$ cat config.mk
export PLATFORM = sky130hd
export DESIGN_NAME = axi2apb_ctrl_mslv_flat
export DESIGN_NICKNAME = d
export VERILOG_FILES = /design/src/rtl/axi2apb_ctrl_mslv_pkg.sv /design/src/rtl/axi2apb_ctrl_mslv_if.sv /design/src/rtl/axi2apb_timeout_cnt.sv /design/src/rtl/axi2apb_ctrl_mslv.sv /design/src/flat_wrapper.sv
export SDC_FILE = /design/constraint.sdc
export NUM_CORES = 1
export LEC_CHECK = 0
export CAP_MARGIN = 5
export CORE_MARGIN = 2
export CORE_UTILIZATION = 48
export CTS_BUF_LIST = sky130_fd_sc_hd__clkbuf_4
export CTS_CLUSTER_DIAMETER = 120
export DETAILED_ROUTE_END_ITERATION = 10
export HOLD_SLACK_MARGIN = 0.08
export PLACE_DENSITY_LB_ADDON = 0.12
export SETUP_SLACK_MARGIN = 0.3
export SYNTH_ARGS = -nofsm -noshare
export SYNTH_HDL_FRONTEND = slang
export SYNTH_HIERARCHICAL = 1
export SYNTH_SLANG_ARGS = --single-unit
$ cat constraint.sdc
create_clock -name clk -period 5.3 [get_ports clk]
set_input_delay 1.325 -clock clk [delete_from_list [all_inputs] [get_ports clk]]
set_output_delay 1.325 -clock clk [all_outputs]
set_load 0.03 [all_outputs]
$ cat src/rtl/axi2apb_ctrl_mslv_pkg.sv
// Shared types and constants for the AXI-to-APB transfer controller.
// Pure declarations: no latency, no flow control.
// Imported by the controller, its timeout counter and the bench.
package axi2apb_pkg;

    typedef enum logic [1:0] {
        IDLE   = 2'd0,
        SETUP  = 2'd1,
        ACCESS = 2'd2,
        RESP   = 2'd3
    } apb_state_e;

    localparam logic [1:0] RESP_OKAY   = 2'b00;
    localparam logic [1:0] RESP_SLVERR = 2'b10;
    localparam logic [1:0] RESP_DECERR = 2'b11;

    // Width of the slave-index field; a single slave still needs one bit.
    function automatic int sel_width(input int num_slaves);
        return (num_slaves <= 2) ? 1 : $clog2(num_slaves);
    endfunction

endpackage

$ cat src/rtl/axi2apb_ctrl_mslv_if.sv
// Command, write-data, APB and response signals of the transfer controller.
// No logic, no latency.
// master = controller view, slave = command queue / APB slaves / response side.
interface axi2apb_ctrl_mslv_if #(
    parameter int NUM_SLAVES = 4,
    parameter int ADDR_WIDTH = 32
);
    logic                  cmd_valid;
    logic                  cmd_ready;
    logic                  cmd_read;
    logic [ADDR_WIDTH-1:0] cmd_addr;
    logic                  wvalid;
    logic                  w_pop;
    logic [NUM_SLAVES-1:0] psel;
    logic                  penable;
    logic                  pwrite;
    logic [ADDR_WIDTH-1:0] paddr;
    logic [NUM_SLAVES-1:0] pready;
    logic [NUM_SLAVES-1:0] pslverr;
    logic                  resp_valid;
    logic                  resp_ready;
    logic [1:0]            resp;
    logic                  resp_timeout;
    logic                  resp_read;

    modport master (
        input  cmd_valid, cmd_read, cmd_addr, wvalid, pready, pslverr, resp_ready,
        output cmd_ready, w_pop, psel, penable, pwrite, paddr,
        output resp_valid, resp, resp_timeout, resp_read
    );

    modport slave (
        output cmd_valid, cmd_read, cmd_addr, wvalid, pready, pslverr, resp_ready,
        input  cmd_ready, w_pop, psel, penable, pwrite, paddr,
        input  resp_valid, resp, resp_timeout, resp_read
    );

endinterface

$ cat src/rtl/axi2apb_timeout_cnt.sv
// ACCESS-phase wait counter; expired fires combinationally in the limit cycle.
// Latency: expired is same-cycle on en; count updates on the next edge.
// No backpressure; saturates at TIMEOUT_CYCLES, TIMEOUT_CYCLES = 0 never expires.
module axi2apb_timeout_cnt #(
    parameter int TIMEOUT_CYCLES = 256
) (
    input  logic clk,
    input  logic rstn,
    input  logic clr,
    input  logic en,
    output logic expired
);
    localparam int CW  = (TIMEOUT_CYCLES == 0) ? 1 : $clog2(TIMEOUT_CYCLES + 1);
    localparam int LIM = (TIMEOUT_CYCLES == 0) ? 0 : TIMEOUT_CYCLES - 1;

    localparam logic [CW-1:0] CNT_LIMIT = CW'(LIM);
    localparam logic [CW-1:0] CNT_SAT   = CW'(TIMEOUT_CYCLES);

    logic [CW-1:0] cnt;

    always_ff @(posedge clk) begin
        if (!rstn || clr) begin
            cnt <= '0;
        end else if (en && (cnt != CNT_SAT)) begin
            cnt <= cnt + 1'b1;
        end
    end

    assign expired = (TIMEOUT_CYCLES != 0) && en && (cnt == CNT_LIMIT);

endmodule

$ cat src/rtl/axi2apb_ctrl_mslv.sv
// APB transfer controller: one command -> SETUP/ACCESS on the decoded slave -> response.
// Latency: accept at cycle 0, SETUP 1, ACCESS 2+, resp_valid one cycle after ACCESS ends.
// Backpressure: no command accepted until the response handshake; write waits for wvalid.
module axi2apb_ctrl_mslv
    import axi2apb_pkg::*;
#(
    parameter int NUM_SLAVES     = 4,
    parameter int ADDR_WIDTH     = 32,
    parameter int SEL_LSB        = 12,
    parameter int TIMEOUT_CYCLES = 256
) (
    input  logic                clk,
    input  logic                rstn,
    axi2apb_ctrl_mslv_if.master bus
);
    localparam int SEL_W = sel_width(NUM_SLAVES);

    apb_state_e state, state_nxt;

    logic [NUM_SLAVES-1:0] psel_q;
    logic                  penable_q;
    logic                  pwrite_q;
    logic [ADDR_WIDTH-1:0] paddr_q;
    logic [1:0]            resp_q;
    logic                  resp_to_q;
    logic                  resp_read_q;

    logic [SEL_W-1:0]      idx;
    logic                  idx_hit;
    logic [NUM_SLAVES-1:0] sel_dec;
    logic                  start;
    logic                  slv_rdy;
    logic                  slv_err;
    logic                  cnt_en;
    logic                  cnt_clr;
    logic                  expired;
    logic                  access_done;

    assign idx     = bus.cmd_addr[SEL_LSB +: SEL_W];
    assign idx_hit = int'(idx) < NUM_SLAVES;

    always_comb begin
        sel_dec = '0;
        for (int i = 0; i < NUM_SLAVES; i++) begin
            sel_dec[i] = (int'(idx) == i);
        end
    end

    assign start = (state == IDLE) && bus.cmd_valid && (bus.cmd_read || bus.wvalid);

    // psel is one-hot, so masking picks the selected slave's lines only.
    assign slv_rdy = |(bus.pready  & psel_q);
    assign slv_err = |(bus.pslverr & psel_q);

    assign cnt_en      = (state == ACCESS) && !slv_rdy;
    assign cnt_clr     = (state == RESP) && bus.resp_ready;
    assign access_done = (state == ACCESS) && (slv_rdy || expired);

    axi2apb_timeout_cnt #(
        .TIMEOUT_CYCLES(TIMEOUT_CYCLES)
    ) u_timeout_cnt (
        .clk    (clk),
        .rstn   (rstn),
        .clr    (cnt_clr),
        .en     (cnt_en),
        .expired(expired)
    );

    always_ff @(posedge clk) begin
        if (!rstn) begin
            state <= IDLE;
        end else begin
            state <= state_nxt;
        end
    end

    always_comb begin
        state_nxt     = state;
        bus.cmd_ready = 1'b0;
        bus.w_pop     = 1'b0;
        case (state)
            IDLE: begin
                if (start) begin
                    bus.cmd_ready = 1'b1;
                    bus.w_pop     = !bus.cmd_read;
                    state_nxt     = idx_hit ? SETUP : RESP;
                end
            end
            SETUP:   state_nxt = ACCESS;
            ACCESS:  if (access_done) state_nxt = RESP;
            RESP:    if (bus.resp_ready) state_nxt = IDLE;
            default: state_nxt = IDLE;
        endcase
    end

    always_ff @(posedge clk) begin
        if (!rstn) begin
            psel_q      <= '0;
            penable_q   <= 1'b0;
            pwrite_q    <= 1'b0;
            paddr_q     <= '0;
            resp_q      <= RESP_OKAY;
            resp_to_q   <= 1'b0;
            resp_read_q <= 1'b0;
        end else begin
            if (start) begin
                resp_read_q <= bus.cmd_read;
                resp_to_q   <= 1'b0;
                if (idx_hit) begin
                    psel_q   <= sel_dec;
                    paddr_q  <= bus.cmd_addr;
                    pwrite_q <= !bus.cmd_read;
                end else begin
                    resp_q <= RESP_DECERR;
                end
            end
            if (state == SETUP) begin
                penable_q <= 1'b1;
            end
            // A ready slave in the limit cycle takes precedence over the abort.
            if (access_done) begin
                psel_q    <= '0;
                penable_q <= 1'b0;
                pwrite_q  <= 1'b0;
                resp_q    <= (slv_rdy && !slv_err) ? RESP_OKAY : RESP_SLVERR;
                resp_to_q <= !slv_rdy;
            end
        end
    end

    assign bus.psel         = psel_q;
    assign bus.penable      = penable_q;
    assign bus.pwrite       = pwrite_q;
    assign bus.paddr        = paddr_q;
    assign bus.resp_valid   = (state == RESP);
    assign bus.resp         = resp_q;
    assign bus.resp_timeout = resp_to_q;
    assign bus.resp_read    = resp_read_q;

endmodule

$ cat src/flat_wrapper.sv
// flat-port wrapper written by rule: the top's interface ports become plain ports
module axi2apb_ctrl_mslv_flat import axi2apb_pkg::*;
#(
    parameter int NUM_SLAVES     = 4,
    parameter int ADDR_WIDTH     = 32,
    parameter int SEL_LSB        = 12,
    parameter int TIMEOUT_CYCLES = 256
)
  (clk, rstn, bus_cmd_valid, bus_cmd_read, bus_cmd_addr, bus_wvalid, bus_pready, bus_pslverr, bus_resp_ready, bus_cmd_ready, bus_w_pop, bus_psel, bus_penable, bus_pwrite, bus_paddr, bus_resp_valid, bus_resp, bus_resp_timeout, bus_resp_read);
  axi2apb_ctrl_mslv_if #(.NUM_SLAVES(NUM_SLAVES), .ADDR_WIDTH(ADDR_WIDTH)) bus_i ();
  input  logic clk;
  input  logic rstn;
  input wire logic [$bits(bus_i.cmd_valid)-1:0] bus_cmd_valid;
  input wire logic [$bits(bus_i.cmd_read)-1:0] bus_cmd_read;
  input wire logic [$bits(bus_i.cmd_addr)-1:0] bus_cmd_addr;
  input wire logic [$bits(bus_i.wvalid)-1:0] bus_wvalid;
  input wire logic [$bits(bus_i.pready)-1:0] bus_pready;
  input wire logic [$bits(bus_i.pslverr)-1:0] bus_pslverr;
  input wire logic [$bits(bus_i.resp_ready)-1:0] bus_resp_ready;
  output wire logic [$bits(bus_i.cmd_ready)-1:0] bus_cmd_ready;
  output wire logic [$bits(bus_i.w_pop)-1:0] bus_w_pop;
  output wire logic [$bits(bus_i.psel)-1:0] bus_psel;
  output wire logic [$bits(bus_i.penable)-1:0] bus_penable;
  output wire logic [$bits(bus_i.pwrite)-1:0] bus_pwrite;
  output wire logic [$bits(bus_i.paddr)-1:0] bus_paddr;
  output wire logic [$bits(bus_i.resp_valid)-1:0] bus_resp_valid;
  output wire logic [$bits(bus_i.resp)-1:0] bus_resp;
  output wire logic [$bits(bus_i.resp_timeout)-1:0] bus_resp_timeout;
  output wire logic [$bits(bus_i.resp_read)-1:0] bus_resp_read;
  assign bus_i.cmd_valid = bus_cmd_valid;
  assign bus_i.cmd_read = bus_cmd_read;
  assign bus_i.cmd_addr = bus_cmd_addr;
  assign bus_i.wvalid = bus_wvalid;
  assign bus_i.pready = bus_pready;
  assign bus_i.pslverr = bus_pslverr;
  assign bus_i.resp_ready = bus_resp_ready;
  assign bus_cmd_ready = bus_i.cmd_ready;
  assign bus_w_pop = bus_i.w_pop;
  assign bus_psel = bus_i.psel;
  assign bus_penable = bus_i.penable;
  assign bus_pwrite = bus_i.pwrite;
  assign bus_paddr = bus_i.paddr;
  assign bus_resp_valid = bus_i.resp_valid;
  assign bus_resp = bus_i.resp;
  assign bus_resp_timeout = bus_i.resp_timeout;
  assign bus_resp_read = bus_i.resp_read;
  axi2apb_ctrl_mslv #(.NUM_SLAVES(NUM_SLAVES), .ADDR_WIDTH(ADDR_WIDTH), .SEL_LSB(SEL_LSB), .TIMEOUT_CYCLES(TIMEOUT_CYCLES)) u_core (.clk(clk), .rstn(rstn), .bus(bus_i));
endmodule
# Word level (Yosys, flattened, before mapping)
# Cells that the tools add are included.
[classes]
bitwise_logic = 3
add_sub_neg = 1
order_cmp = 0
mul = 0
n_shift = 0
muxes = 11
eq_ne = 11
n_div = 0
reduce_logical = 22
[op_table]
columns = ["cell", "count"]
rows = [
  ["9-bit by 1-bit adder with 9-bit output (second input constant)", 1],
  ["9-bit by 8-bit equality test with 1-bit output (second input constant)", 1],
  ["9-bit != test (second input constant)", 1],
  ["4-bit AND", 2],
  ["2-bit equality test (second input constant)", 4],
  ["1-bit logical AND", 8],
  ["2-bit two-way mux", 4],
  ["2-bit case mux with 4 select lines", 1],
  ["4-bit OR reduction", 2],
  ["1-bit two-way mux", 6],
  ["2-bit by 1-bit equality test with 1-bit output (second input constant)", 2],
  ["1-bit logical NOT", 4],
  ["2-bit logical NOT", 2],
  ["2-bit by 1-bit != test with 1-bit output (second input constant)", 2],
  ["1-bit logical OR", 3],
  ["3-bit AND reduction", 1],
  ["2-bit != test (second input constant)", 1],
  ["2-bit nonzero test", 1],
  ["2-bit OR reduction", 1],
  ["1-bit inverter", 1],
]
[word_totals]
ff_bits = 53
romBits = 0
inputBits = 46
out_inout_bits = 45
n_memories = 0
elab_cells = 57
mem_bits_rw = 0
latchBits = 0

# Longest topological paths before layout
# Gate-level depths: netlist (run 1).
[depth]
ltp_word = 9
ltp_mapped = 9
depth_no_buf = 8

# Modules after synthesis
# Netlist (run 1), hierarchy kept.
[modules_own_cells]
columns = ["module", "area_per_inst_um2", "cells_per_inst", "n_inst"]
rows = [
  ["axi2apb_ctrl_mslv", 1735.4, 204, 1],
  ["axi2apb_timeout_cnt", 485.5, 56, 1],
]

# Worst setup path after synthesis (run 1)
# Ideal clock, no wire load.
[synth_path]
path_type = "input to output"
start = "in bus_cmd_read"
end = "out bus_w_pop"
arrival_ns = 2.105
path_stages = 3
slack_ns = 1.870
required_ns = 3.975
n_path_buf = 1
path_cell_list = "o211ai_2 > buf_2 > nor2_1"
[synth_via]
elab_chain_cells = 4
word_cells_on_any_way = 5
[synth_lines]
columns = ["element", "line", "rtl"]
rows = [
  ["start, declared", "flat_wrapper.sv:14", "input wire logic [$bits(bus_i.cmd_read)-1:0] bus_cmd_read;"],
  ["1-bit logical OR", "axi2apb_ctrl_mslv.sv:49", "assign start = (state == IDLE) && bus.cmd_valid && (bus.cmd_read || bus.wvalid);"],
  ["1-bit logical AND", "axi2apb_ctrl_mslv.sv:49", ""],
  ["1-bit two-way mux (*)", "axi2apb_ctrl_mslv.sv:83", "if (start) begin"],
  ["1-bit two-way mux (*)", "axi2apb_ctrl_mslv.sv:81", "case (state)"],
  ["end, declared", "flat_wrapper.sv:21", "output wire logic [$bits(bus_i.w_pop)-1:0] bus_w_pop;"],
]
# Every way passes the cells marked *; elsewhere a longest branch is shown, timed or not.

# Worst setup path after layout (run 1)
# Same ends and word-level chain as after synthesis.

==> results.sh, run 1 <==
export IMPL_synth_ff_latch_count=52
export IMPL_nets=400
export IMPL_grt_pass1_wl_mm=8.73
export IMPL_seq_area_um2=1040
export IMPL_drt_iter0_markers=95
export IMPL_fp_dieW_um=72.0
export IMPL_yosysTopAreaCell="dfxtp_1"
export IMPL_p_per_area_nw_per_um2=354
export IMPL_avgSynthCellArea_um2=8.54
export IMPL_cts_made_buffers=5
export IMPL_synth_ff_type="dfxtp_1"
export IMPL_crit_required_ns=3.97
export IMPL_h_tree_depth=2
export IMPL_min_to="u_core/bus.paddr[26]"
export IMPL_die_area_um2=5190
export IMPL_vias=2076
export IMPL_slew_headroom=0.535
export IMPL_ys_top_cells_by_area="dfxtp_1 (47%), nand2_1 (13%), a21boi_1 (11%), ha_1 (3.9%), a21oi_1 (2.5%)"
export IMPL_boundaryPins=91
export IMPL_tightest_slew_ns=0.695
export IMPL_placed_area_um2=3150
export IMPL_clockBufferDepth=2
export IMPL_grt_use_met2=0.366
export IMPL_p_comb_frac=0.418
export IMPL_ctsHoldBuffers=0
export IMPL_die_y_um=72.0
export IMPL_p_seq_frac=0.429
export IMPL_ctsResizeCount=0
export IMPL_ir_drop_v=0.000215
export IMPL_tns_ns=0
export IMPL_antenna_found_initial=0
export IMPL_r2r_cells=7
export IMPL_core_area_um2=4410
export IMPL_syn_area_um2=2220
export IMPL_hpwl_mm=3.79
export IMPL_switching_share=0.380
export IMPL_rr_startpoint="u_core/bus.psel[2]"
export IMPL_synth_cells=260
export IMPL_fin_crit_sh=0.821
export IMPL_hp_start="u_core/bus.paddr[26]"
export IMPL_clock_sinks=52
export IMPL_cts_root_buf="clkbuf_4"
export IMPL_grt_pass1_vias=1917
export IMPL_hold_viol=0
export IMPL_cp_arrival_ns=3.03
export IMPL_grt_usage=0.211
export IMPL_fin_crit_ns=4.35
export IMPL_synth_nets=313
export IMPL_cts_setup_buffers=0
export IMPL_multiInputGateArea_um2=1100
export IMPL_rsz0062_at_grt="no"
export IMPL_r2r_end="u_core/bus.psel[2]"
export IMPL_synth_top_area_frac=0.469
export IMPL_crit_path_start_kind="primary input"
export IMPL_status="finished, final reports clean"
export IMPL_wl_per_cell_um=13.0
export IMPL_internal_power_mw=0.703
export IMPL_rows=24
export IMPL_p_leak_nw=1.20
export IMPL_grt_busiest_layer="met2"
export IMPL_pwr_share_clk=0.153
export IMPL_grt_max_degree=35
export IMPL_route_detailed_drc=0
export IMPL_port_buffers=89
export IMPL_setup_viol=0
export IMPL_worstSetupPathType="in2out"
export IMPL_crit_path_end_kind="primary output"
export IMPL_via_per_inst=5.20
export IMPL_drive_gt1_frac=0.0548
export IMPL_p_sw_mw=0.431
export IMPL_synthArstFlopShare=0
export IMPL_fillers=363
export IMPL_synth_edf_count=0
export IMPL_final_area_um2=3200
export IMPL_syn_to_final_growth_pct=44.2
export IMPL_initial_core_util=0.503
export IMPL_fmax_mhz=230
export IMPL_antenna_cells=0
export IMPL_worstHoldPathCells=2
export IMPL_yosys_warnings=6
export IMPL_cp_max_fo=12
export IMPL_maxCapViolations=0
export IMPL_ys_types=35
export IMPL_fin_worst_skew_ns=0.0113
export IMPL_use_met1=0.251
export IMPL_antenna_left=0
export IMPL_place_congestion=0.798
export IMPL_cts_tree="yes"
export IMPL_clk_latency_ns=0.37
export IMPL_r2r_slack_ns=3.30
export IMPL_routed_wl_mm=5.17
export IMPL_min_path_type="reg2reg"
export IMPL_drv_slew=0
export IMPL_dr_pass1_iters=4
export IMPL_grt_overflow_total=0
export IMPL_use_met3=0.0694
export IMPL_seq_area_frac_synth=0.469
export IMPL_timing_hold_ws_ns=0.460
export IMPL_clkTransAtPathRegs_ns=0.13
worst max path at each step:
| stage | depth (start not counted) | slack [ns] | from | end |
|---|---|---|---|---|
| finish | 4 | 0.95 | bus_cmd_read | bus_w_pop |
| global route | 4 | 0.90 | bus_cmd_read | bus_w_pop |
| CTS | 4 | 0.95 | bus_cmd_read | bus_w_pop |
| detailed placement | 4 | 0.96 | bus_cmd_read | bus_w_pop |
| global placement | 4 | 0.98 | bus_cmd_read | bus_w_pop |
| floorplan | 3 | 1.87 | bus_cmd_read | bus_w_pop |
synth_stat cells, types with 4 or more instances:
| cell type | number |
|---|---|
| a21boi_1 | 34 |
| a21oi_1 | 11 |
| a22o_1 | 4 |
| buf_2 | 8 |
| clkbuf_1 | 4 |
| dfxtp_1 | 52 |
| ha_1 | 7 |
| inv_1 | 6 |
| nand2_1 | 78 |
| nand3_1 | 4 |
| nor2_1 | 11 |
| o21ai_0 | 5 |
cells by family (layout without fill, tap and decap cells):
| group | count (synthesis) | after routing | synth area share |
|---|---|---|---|
| xor gates and xnor gates | 2 | 2 | 0.00789 |
| other | 1 | 1 | 0.00169 |
| buffers and inverters | 20 | 107 | 0.0400 |
| AOI/OAI and AO/OA | 62 | 62 | 0.201 |
| DFF | 52 | 52 | 0.469 |
| adders and majority gates | 7 | 7 | 0.0394 |
| muxes | 3 | 3 | 0.0135 |
| and+or+nand+nor | 113 | 113 | 0.228 |
layer usage:
metal / routed length, um / up-vias
li1: - / 1042
met1: 2240 / 976
met2: 2550 / 54
met3: 340 / 4
met4: 38 / 0
met5: 0 / -
critical path: stages:
cell and delay (ns):
clkdlybuf4s50_1 0.53, o211ai_4 0.44, nor2_1 0.10, clkdlybuf4s50_1 0.63
power by group through the flow:
stage          clock network, mW  logic [mW]  registers (mW)
6_report                   0.173       0.474           0.487
5_1_grt                    0.190       0.515           0.496
4_1_cts                    0.180       0.477           0.488
3_5_place_dp                   0       0.474           0.496
3_3_place_gp                   0       0.469           0.494
2_1_floorplan                  0       0.207           0.580
sequential cells by signal, summed over array words and instances (netlist names):
register	count
u_core/bus.paddr	32
u_core/u_timeout_cnt/cnt	9
u_core/bus.psel	4
u_core/state	2
u_core/bus.penable	1
u_core/bus.pwrite	1
u_core/bus.resp	1
u_core/bus.resp_read	1
u_core/bus.resp_timeout	1
final cells by class:
class	instances	area share
timing repair buffer	93	0.288
inverter	7	0.00820
multi-input combinational	188	0.343
sequential	52	0.325
clock buffer	6	0.0141
clock inverter	1	0.00156
tap	52	0.0203
cell usage in the layout, fill, tap and decap left out:
cell type and count:
or2_4 1, o211ai_4 1, o31ai_1 2, xor2_1 2
a22o_2 1, a211o_1 1, nand3_1 4, a31oi_1 1
and2_1 2, and3_1 1, clkinv_2 1, a21boi_1 34
o31ai_2 1, mux2i_1 3, o21ai_0 5, nor2b_1 2
nand4_1 3, clkbuf_4 6, inv_2 1, buf_4 4
inv_1 6, nand2_1 78, dfxtp_1 52, nand2b_1 2
ha_1 7, a22o_1 4, nand4_2 1, nor2_1 11
nor3_1 1, a21oi_1 11, o311a_1 1, nor4b_2 2
nor3b_1 2, conb_1 1, clkdlybuf4s50_1 89, or3_1 3
through the flow:
step           utilization  power (mW)  setup WS (ns)  std cells
2_1_floorplan            -       0.787           1.87        260
3_5_place_dp         0.714       0.970          0.962        392
5_1_grt              0.726        1.20          0.897        399
4_1_cts              0.726        1.14          0.949        399
3_3_place_gp         0.714       0.963          0.976        392
6_report             0.726        1.13          0.949        399
Note: power is estimated with default switching activity, not from simulation.
==> run 2, diff against run 1 <==
CORE_UTILIZATION = 44   (was 48)
clock period = 4.3 ns   (was 5.3 ns; I/O delays follow)
==> results.sh, run 2 (synthesized netlist as in run 1, its figures left out) <==
export IMPL_boundaryPins=91
export IMPL_maxCapViolations=0
export IMPL_grt_pass1_vias=1883
export IMPL_wl_per_cell_um=12.6
export IMPL_p_comb_frac=0.416
export IMPL_grt_usage=0.192
export IMPL_path_delay_family="buffers and inverters"
export IMPL_fillers=440
export IMPL_grt_max_degree=43
export IMPL_hpwl_mm=3.74
export IMPL_fin_worst_skew_ns=0.00402
export IMPL_critical_path_buf_inv_count=2
export IMPL_clkTransAtPathRegs_ns=0.14
export IMPL_r2r_slack_ns=2.22
export IMPL_p_leak_nw=1.20
export IMPL_crit_path_start_kind="primary input"
export IMPL_syn_to_final_growth_pct=45.0
export IMPL_cp_arrival_ns=2.64
export IMPL_crit_required_ns=3.22
export IMPL_worstSetupPathType="in2out"
export IMPL_die_area_um2=5630
export IMPL_grt_overflow_total=0
export IMPL_final_common_cell="clkdlybuf4s50_1"
export IMPL_place_congestion=0.796
export IMPL_p_seq_frac=0.427
export IMPL_clk_latency_ns=0.36
export IMPL_h_tree_depth=2
export IMPL_switching_share=0.377
export IMPL_multiInputGateArea_um2=1100
export IMPL_dr_pass1_iters=4
export IMPL_cts_setup_buffers=0
export IMPL_grt_pass1_wl_mm=8.25
export IMPL_internal_power_mw=0.872
export IMPL_rsz0062_at_grt="no"
export IMPL_fp_dieW_um=75.0
export IMPL_antenna_cells=0
export IMPL_drv_slew=0
export IMPL_cts_root_buf="clkbuf_4"
export IMPL_ir_drop_v=0.000196
export IMPL_seq_area_um2=1040
export IMPL_clockBufferDepth=2
export IMPL_cts_tree="yes"
export IMPL_die_y_um=75.0
export IMPL_placed_area_um2=3160
export IMPL_ctsHoldBuffers=0
export IMPL_pwr_share_clk=0.157
export IMPL_max_stage_delay_ns=0.72
export IMPL_tightest_slew_ns=0.544
export IMPL_clock_sinks=52
export IMPL_fmax_mhz=269
export IMPL_tns_ns=0
export IMPL_antenna_found_initial=0
export IMPL_slew_headroom=0.636
export IMPL_startpoint="bus_cmd_read"
export IMPL_crit_top_cell="clkdlybuf4s50_1"
export IMPL_initial_core_util=0.464
export IMPL_hp_start="u_core/bus.paddr[26]"
export IMPL_nets=399
export IMPL_crit_slowest_cell="clkdlybuf4s50_1"
export IMPL_status="finished, final reports clean"
export IMPL_mostFrequentLayoutCells="clkdlybuf4s50_1 (89), nand2_1 (78), dfxtp_1 (52), a21boi_1 (34)"
export IMPL_final_area_um2=3220
export IMPL_route_detailed_drc=0
export IMPL_core_area_um2=4790
export IMPL_ctsResizeCount=0
export IMPL_rr_startpoint="u_core/bus.psel[2]"
export IMPL_cts_made_buffers=5
export IMPL_min_path_type="reg2reg"
export IMPL_vias=2055
export IMPL_port_buffers=89
export IMPL_p_per_area_nw_per_um2=435
export IMPL_largest_reg_flops=32
export IMPL_cp_max_fo=4
export IMPL_antenna_left=0
export IMPL_routed_wl_mm=5.23
export IMPL_fin_crit_ns=3.71
export IMPL_via_per_inst=4.96
export IMPL_hold_viol=0
export IMPL_setup_viol=0
export IMPL_crit_path_end_kind="primary output"
export IMPL_drive_gt1_frac=0.0519
export IMPL_fin_crit_sh=0.864
export IMPL_p_sw_mw=0.528
export IMPL_rows=25
export IMPL_crit_chain="clkdlybuf4s50_1 > o211ai_4 > nor2_1 > clkdlybuf4s50_1"
export IMPL_drt_iter0_markers=93
[run 2: cell count changes in the layout (fill, tap and decap cells not counted), sizes merged]
cell	previous run	this run
buf	4	3
clkbuf	6	7
[run 2: power groups by stage]
| stage | Sequential, mW | Clock (mW) | Combinational (mW) |
|---|---|---|---|
| 6_report | 0.598 | 0.220 | 0.582 |
| 3_3_place_gp | 0.608 | 0 | 0.578 |
| 2_1_floorplan | 0.715 | 0 | 0.256 |
| 5_1_grt | 0.608 | 0.247 | 0.637 |
| 4_1_cts | 0.599 | 0.230 | 0.589 |
| 3_5_place_dp | 0.610 | 0 | 0.587 |
[run 2: worst reg2reg max path: stages (launching register included)]
cell     delay, ns
dfxtp_1       0.38
a22o_1        0.25
or2_4         0.27
nor2_1        0.40
and2_1        0.28
o31ai_1       0.12
nand2_1       0.20
nor2_1        0.08
[run 2: final cells by class]
type / instances / area share
inverters: 7 / 0.00816
flip-flops and latches: 52 / 0.323
well taps: 67 / 0.0260
repair buffers: 92 / 0.284
multi-input cells: 188 / 0.341
clock inverters: 1 / 0.00117
clock buffers: 7 / 0.0163
[run 2: path summary, 6_finish.rpt]
check | to | depth (start not counted)
hold reg to reg | u_core/bus.paddr[26] | 2
setup / recovery | bus_w_pop | 4
hold / removal | u_core/bus.paddr[26] | 2
setup reg to reg | u_core/bus.pwrite | 7
[run 2: routing by layer]
| layer | share of wire | GRT usage | vias up |
|---|---|---|---|
| met4 | 0.012 | 0.0595 | 0 |
| met3 | 0.069 | 0.0495 | 7 |
| met2 | 0.48 | 0.354 | 62 |
| met5 | 0 | 0 | - |
| met1 | 0.44 | 0.214 | 945 |
| li1 | - | - | 1041 |
[run 2: through the flow]
stage | hold slack, ns | total power, mW | utilization | instances | setup slack [ns]
final | 0.459 | 1.40 | 0.673 | 414 | 0.585
after global routing | 0.484 | 1.49 | 0.673 | 414 | 0.536
after CTS | 0.463 | 1.42 | 0.673 | 414 | 0.556
after detailed placement | 0.445 | 1.20 | 0.661 | 406 | 0.553
after global placement | 0.440 | 1.19 | 0.661 | 406 | 0.561
after floorplan | 0.471 | 0.970 | - | 260 | 1.37
